$ cat config.mk
export PLATFORM = sky130hd
export DESIGN_NAME = fetch_queue
export DESIGN_NICKNAME = d
export VERILOG_FILES = /design/src/rtl/fetch_queue.sv
export SDC_FILE = /design/constraint.sdc
export NUM_CORES = 1
export LEC_CHECK = 0
export CELL_PAD_IN_SITES_DETAIL_PLACEMENT = 2
export CELL_PAD_IN_SITES_GLOBAL_PLACEMENT = 2
export CORE_MARGIN = 2
export CORE_UTILIZATION = 35
export CTS_BUF_LIST = sky130_fd_sc_hd__clkbuf_16
export CTS_CLUSTER_SIZE = 24
export DETAILED_ROUTE_END_ITERATION = 10
export PLACE_DENSITY_LB_ADDON = 0.3
export SETUP_SLACK_MARGIN = 0.5
export SLEW_MARGIN = 20
export SYNTH_ARGS = -nofsm -noshare
export SYNTH_HDL_FRONTEND = slang
export SYNTH_SLANG_ARGS = --single-unit
export TNS_END_PERCENT = 50
$ cat constraint.sdc
create_clock -name clk -period 8.8 [get_ports clk]
set_input_delay 1.76 -clock clk [delete_from_list [all_inputs] [get_ports clk]]
set_output_delay 1.76 -clock clk [all_outputs]
set_load 0.02 [all_outputs]
$ cat src/rtl/fetch_queue.sv
// fetch_queue: two-entry circular instruction queue between fetch and decode.
// Each entry holds {pc, instr}. Outputs are decoded from registered state
// only, so a pushed entry reaches decode no earlier than the next cycle.
//
// Ports:
//   clk, rst         - clock, synchronous active-high reset
//   pc_address_in    - PC of the incoming fetch
//   instr_in         - instruction word fetched at pc_address_in
//   in_valid         - incoming fetch is valid
//   in_ready         - queue can accept a push (count != 2)
//   flush            - redirect: drop every queued and incoming entry
//   dec_ready        - decode consumes the head entry
//   dec_valid        - head entry is valid
//   dec_pc           - head PC (0 when empty)
//   dec_pc_plus4     - dec_pc + 4, wrapping modulo 2^32
//   dec_instr        - head instruction (NOP_INSTR when empty)
//   count            - number of valid entries, 0..2
module fetch_queue #(
    parameter logic [31:0] NOP_INSTR = 32'h00000013
) (
    input  logic        clk,
    input  logic        rst,
    input  logic [31:0] pc_address_in,
    input  logic [31:0] instr_in,
    input  logic        in_valid,
    output logic        in_ready,
    input  logic        flush,
    input  logic        dec_ready,
    output logic        dec_valid,
    output logic [31:0] dec_pc,
    output logic [31:0] dec_pc_plus4,
    output logic [31:0] dec_instr,
    output logic [1:0]  count
);

    localparam int unsigned XLEN  = 32;
    localparam int unsigned DEPTH = 2;
    localparam int unsigned CNTW  = 2;

    logic [XLEN-1:0] pc_mem_q    [DEPTH];
    logic [XLEN-1:0] pc_mem_d    [DEPTH];
    logic [XLEN-1:0] instr_mem_q [DEPTH];
    logic [XLEN-1:0] instr_mem_d [DEPTH];
    logic            wr_ptr_q, wr_ptr_d;
    logic            rd_ptr_q, rd_ptr_d;
    logic [CNTW-1:0] count_q, count_d;
    logic            push;
    logic            pop;

    // Handshake qualifiers; flush overrides both.
    assign in_ready  = (count_q != CNTW'(2));
    assign dec_valid = (count_q != CNTW'(0));
    assign push      = in_valid & in_ready & ~flush;
    assign pop       = dec_valid & dec_ready & ~flush;

    // Next-state for storage, pointers and occupancy.
    always_comb begin
        pc_mem_d    = pc_mem_q;
        instr_mem_d = instr_mem_q;
        wr_ptr_d    = wr_ptr_q;
        rd_ptr_d    = rd_ptr_q;
        count_d     = count_q;

        if (flush) begin
            // Stored data is left as-is; only the bookkeeping is cleared.
            wr_ptr_d = 1'b0;
            rd_ptr_d = 1'b0;
            count_d  = CNTW'(0);
        end else begin
            if (push) begin
                pc_mem_d[wr_ptr_q]    = pc_address_in;
                instr_mem_d[wr_ptr_q] = instr_in;
                wr_ptr_d              = ~wr_ptr_q;
            end
            if (pop) begin
                rd_ptr_d = ~rd_ptr_q;
            end
            case ({push, pop})
                2'b10:   count_d = count_q + CNTW'(1);
                2'b01:   count_d = count_q - CNTW'(1);
                default: count_d = count_q;
            endcase
        end
    end

    // Control state: reset wins over everything else.
    always_ff @(posedge clk) begin
        if (rst) begin
            wr_ptr_q <= 1'b0;
            rd_ptr_q <= 1'b0;
            count_q  <= CNTW'(0);
        end else begin
            wr_ptr_q <= wr_ptr_d;
            rd_ptr_q <= rd_ptr_d;
            count_q  <= count_d;
        end
    end

    // Entry storage needs no reset; it is only observed when count != 0.
    always_ff @(posedge clk) begin
        pc_mem_q    <= pc_mem_d;
        instr_mem_q <= instr_mem_d;
    end

    // Head presentation; an empty queue shows a NOP at PC 0.
    always_comb begin
        dec_pc    = '0;
        dec_instr = NOP_INSTR;
        if (dec_valid) begin
            dec_pc    = pc_mem_q[rd_ptr_q];
            dec_instr = instr_mem_q[rd_ptr_q];
        end
    end

    assign dec_pc_plus4 = dec_pc + XLEN'(4);
    assign count        = count_q;

endmodule
Yosys cells after proc, flatten, opt, wreduce, memory -nomap -nowiden
Index checks and enable logic that the tools add are counted.
{ "classes": {"addsub": 3, "eq_ne": 3, "n_bitwise": 9, "magnitude_cmp": 3, "n_mux": 13, "reduce_logical": 5} }
{ "op_table": {"columns": ["op", "count"], "rows": [
  ["$mux 32", 9],
  ["$bwmux 64", 2],
  ["$add 32x3->32 const B", 1],
  ["$demux 32 s1", 1],
  ["$and 1x1->1", 4],
  ["$ge 2x2->1 const B", 2],
  ["$not 1->2", 2],
  ["$pmux 2 s2", 1],
  ["$reduce_bool 2->1", 2],
  ["$not 1->1", 3],
  ["$add 2x1->2 const B", 1],
  ["$eq 2x1->1 const B", 1],
  ["$eq 2x2->1 const B", 1],
  ["$lt 2x1->1 const B", 1],
  ["$ne 2x2->1 const B", 1],
  ["$reduce_and 2->1", 1],
  ["$reduce_or 2->1", 1],
  ["$sub 2x1->2 const B", 1],
  ["$logic_and 1x1->1", 1]
]} }
{ "totals": {"input_bits": 69, "elab_cells": 43, "register_bits": 132, "output_inout_bits": 100} }

Depth between registers and ports, before layout
{ "depth": {"depth_word": 6, "mapped_depth": 12, "mapped_depth_nobuf": 9} }

Worst setup path before layout
No wires, ideal clock.
{ "synth_timing": {"path_type": "input port to flip-flop", "from": "input flush", "to": "register instr_mem_q[0] (netlist name), enable pin", "required_ps": 8313, "path_stages": 2, "arrival_ps": 4690, "slack_ps": 3623, "n_path_buf": 0, "setup_time_ps": 487, "path_cell_list": "nand3b_1 > nor2_1"} }
{ "synth_via": {"elab_chain_cells": 3} }
{ "synth_rtl": {"columns": ["item", "line", "rtl"], "rows": [
  ["start, declared", "27", "input logic flush,"],
  ["$not 1->1 (no source line) (*)", null, null],
  ["$and 1x1->1", "53", "assign push = in_valid & in_ready & ~flush;"],
  ["$reduce_and 2->1 (no source line) (*)", null, null],
  ["end signal, assigned", "102", "instr_mem_q <= instr_mem_d;"],
  ["end, declared", "42", "logic [XLEN-1:0] instr_mem_q [DEPTH];"]
]} }
Every way passes the cells marked *; elsewhere a longest branch is shown, timed or not.
A chain may end at the register's enable or synchronous reset.

Worst setup path in the final report
{ "layout_timing": {"from": "register rd_ptr_q", "to": "output dec_pc_plus4[12]"} }
{ "layout_via": {"elab_chain_cells": 6} }
{ "layout_rtl": {"columns": ["item", "line", "rtl"], "rows": [
  ["start, declared", "45", "logic rd_ptr_q, rd_ptr_d;"],
  ["start signal, assigned", "94", "rd_ptr_q <= rd_ptr_d;"],
  ["$not 1->2 (not written as such)", "110", "dec_pc = pc_mem_q[rd_ptr_q];"],
  ["$mux 32 (not written as such) (3 in series)", "110", null],
  ["$mux 32", "109", "if (dec_valid) begin"],
  ["$add 32x3->32", "115", "assign dec_pc_plus4 = dec_pc + XLEN'(4);"],
  ["end, declared", "31", "output logic [31:0] dec_pc_plus4,"]
]} }
No other way between the ends. The select of a mux whose other input is x is not followed.

==> impl_metrics.yaml <==
outcome:
  status: "complete, no violations"
die:
  coreArea_um2: 16500
  start_util: 0.356
  die_y_um: 134
  fp.dieArea_um2: 17900
  dieWidth_um: 134
  ios: 169
  rows: 47
power_and_ir_drop:
  p_leak_nw: 2.67
  p_per_area_nw_per_um2: 184
  ir_drop_v: 0.000127
critical_path:
  crit_family: "buffers and inverters"
  cp.arrival_ns: 4.63
  end_kind: "primary output"
  crit_buf_inv: 3
  worstPathMaxFanout: 47
  slowest_delay_ns: 0.72
  cp_slowest_cell: "dfxtp_4"
  critPathKind: "flop to primary output"
  crit_chain: "buf_4 > mux2i_1 > or2_2 > inv_1 > ha_1 > nand4_1 > nor4_1 > xor2_1 > clkdlybuf4s50_1"
  cp-start-kind: "flop"
  cp.required_ns: 7.04
synth:
  synth_top_area_share: 0.653
  syn_area_per_cell_um2: 14.6
  synth-seq-cells: 132
  ys.flop_type: "edfxtp_1"
  synth_area_um2: 5890
  synthArstFlopShare: 0
  synth_area_leaders: "edfxtp_1, mux2i_1, nor2_1"
  synth_edf_count: 128
  synth_fp_nets: 473
  synth_most_common_cell: "edfxtp_1"
  synth.largest_area_cell: "edfxtp_1"
  yosys_warnings: 0
  synth_cell_types: 33
  synth_common_cells: "edfxtp_1, nor2_1, mux2i_1, xor2_1, xnor2_1"
  yosysSeqAreaShare: 0.667
  synth_cells: 402
final_layout:
  nFillCells: 1564
  drive_gt1_frac: 0.0993
  nets: 642
  ff_latch_area_um2: 3930
  multi_input_area_um2: 1800
  syn_to_final_growth_pct: 41.4
  final_cells: 805
placed_design:
  io_buffers: 168
  place_ws_ns: 2.82
  placedCellCount: 772
  hpwlAfterDp_um: 11400
  gp_congestion: 0.759
global_routing:
  grt_pass1_wl_um: 25400
  overflow: 0
  grt_max_degree: 48
  grt_pass1_vias: 4413
  antenna_found_initial: 1
  grt_use_total: 0.191
clocking:
  cts_setup_buffers: 0
  cts-buffers-inserted: 17
  clockBufferDepth: 2
  worstSkewPairLatency_ns: 0.43
  cts_tree: "done"
  cts.repair.resized: 0
  htree_num_levels: 4
  cts_hold_buf: 0
  clk_pin_slew_ns: 0.05
  ctsRootBufferMaster: "clkbuf_16"
  cts.sinks: 132
timing:
  tns_ns: 0
  fin_crit_sh: 0.726
  rsz0062_at_grt: "false"
  slew_headroom: 0.426
  period_needed_ns: 6.39
  setup_viol: 0
  final-hold-violation-count: 0
  final_max_slew_viol_count: 0
  skew_ns: 0.00754
  fmax_mhz: 156
  layout_setup_ws_ns: 2.41
  worst_slew_pin_slew_ns: 0.859
route:
  via_per_inst: 4.87
  via_count: 3921
  dr.first_iter.drc_count: 208
  wl_per_cell_um: 20.4
  drc: 0
  final_antenna_net_count: 0
  drt_first_pass_iters: 4
  drt-total-wl_um: 16400
hold_path:
  holdCritPathClass: "flop to flop"
flow_run:
  cap_violations: 0
flip-flops by register name, summed over array words and instances (netlist names):
| name | flops |
|---|---|
| count | 2 |
| instr_mem_q | 64 |
| pc_mem_q | 64 |
| rd_ptr_q | 1 |
| wr_ptr_q | 1 |
path summary, 6_finish.rpt:
kind / startpoint / to / slack [ns] / cells past startpoint
worst max register to register: count[0] / pc_mem_q[58] / 6.15 / 4
worst max-delay path: rd_ptr_q / dec_pc_plus4[12] / 2.41 / 9
worst min-delay path: count[1] / count[1] / 0.64 / 2
worst min register to register: count[1] / count[1] / 0.64 / 2
layout make-up:
type | instances | area share
Sequential cell | 132 | 0.472
Multi-Input combinational cell | 239 | 0.216
Timing Repair Buffer | 172 | 0.206
Clock buffer | 17 | 0.0511
Tap cell | 220 | 0.0331
Clock inverter | 15 | 0.0176
Inverter | 9 | 0.00406
Antenna cell | 1 | 0.000301
worst reg2reg max path: stages (launching register included):
cell and delay [ns]:
dfxtp_1 0.48, nand2b_1 0.17, nand3b_1 0.26, nor2_4 0.75
buf_4 0.63
routing by layer:
metal | vias to the layer above | global-route usage | wire [µm] | share of wire
li1 | 1810 | - | - | -
met4 | 0 | 0.0762 | 295 | 0.018
met1 | 1960 | 0.234 | 7060 | 0.43
met2 | 133 | 0.325 | 8190 | 0.50
met5 | - | 0 | 0 | 0
met3 | 18 | 0.0487 | 839 | 0.051
metrics by stage:
step | cell area [µm²] | hold WS (ns) | total power (W) | util
floorplan | 5890 | 0.551 | 0.000785 | -
global placement | 7750 | 0.610 | 0.000855 | 0.469
detailed placement | 7750 | 0.613 | 0.000862 | 0.469
CTS | 8320 | 0.632 | 0.00155 | 0.504
global route | 8320 | 0.663 | 0.00158 | 0.504
finish | 8320 | 0.636 | 0.00154 | 0.504
cells by family after synthesis:
logic type	share of synthesized area
and+or+nand+nor	0.122
DFF	0.667
muxes	0.109
xor gates and xnor gates	0.0491
buffers and inverters	0.0315
AOI/OAI and AO/OA	0.0174
adders and majority gates	0.00425
layout by cell type (no fill, tap or decap), types with 6 or more instances in the layout:
cell type / count
inv_1: 10
edfxtp_1: 128
xor2_1: 19
xnor2_1: 14
nand3_1: 13
mux2i_1: 64
nand2_1: 12
clkbuf_16: 17
nor2_1: 64
nor3_2: 9
clkinv_1: 6
clkdlybuf4s50_1: 168
nor3_1: 9
report_power, final:
group          switching [W]  internal, W
sequential        0.00000796     0.000710
combinational      0.0000677    0.0000632
clock               0.000251     0.000435
Note: power is estimated with default switching activity, not from simulation.
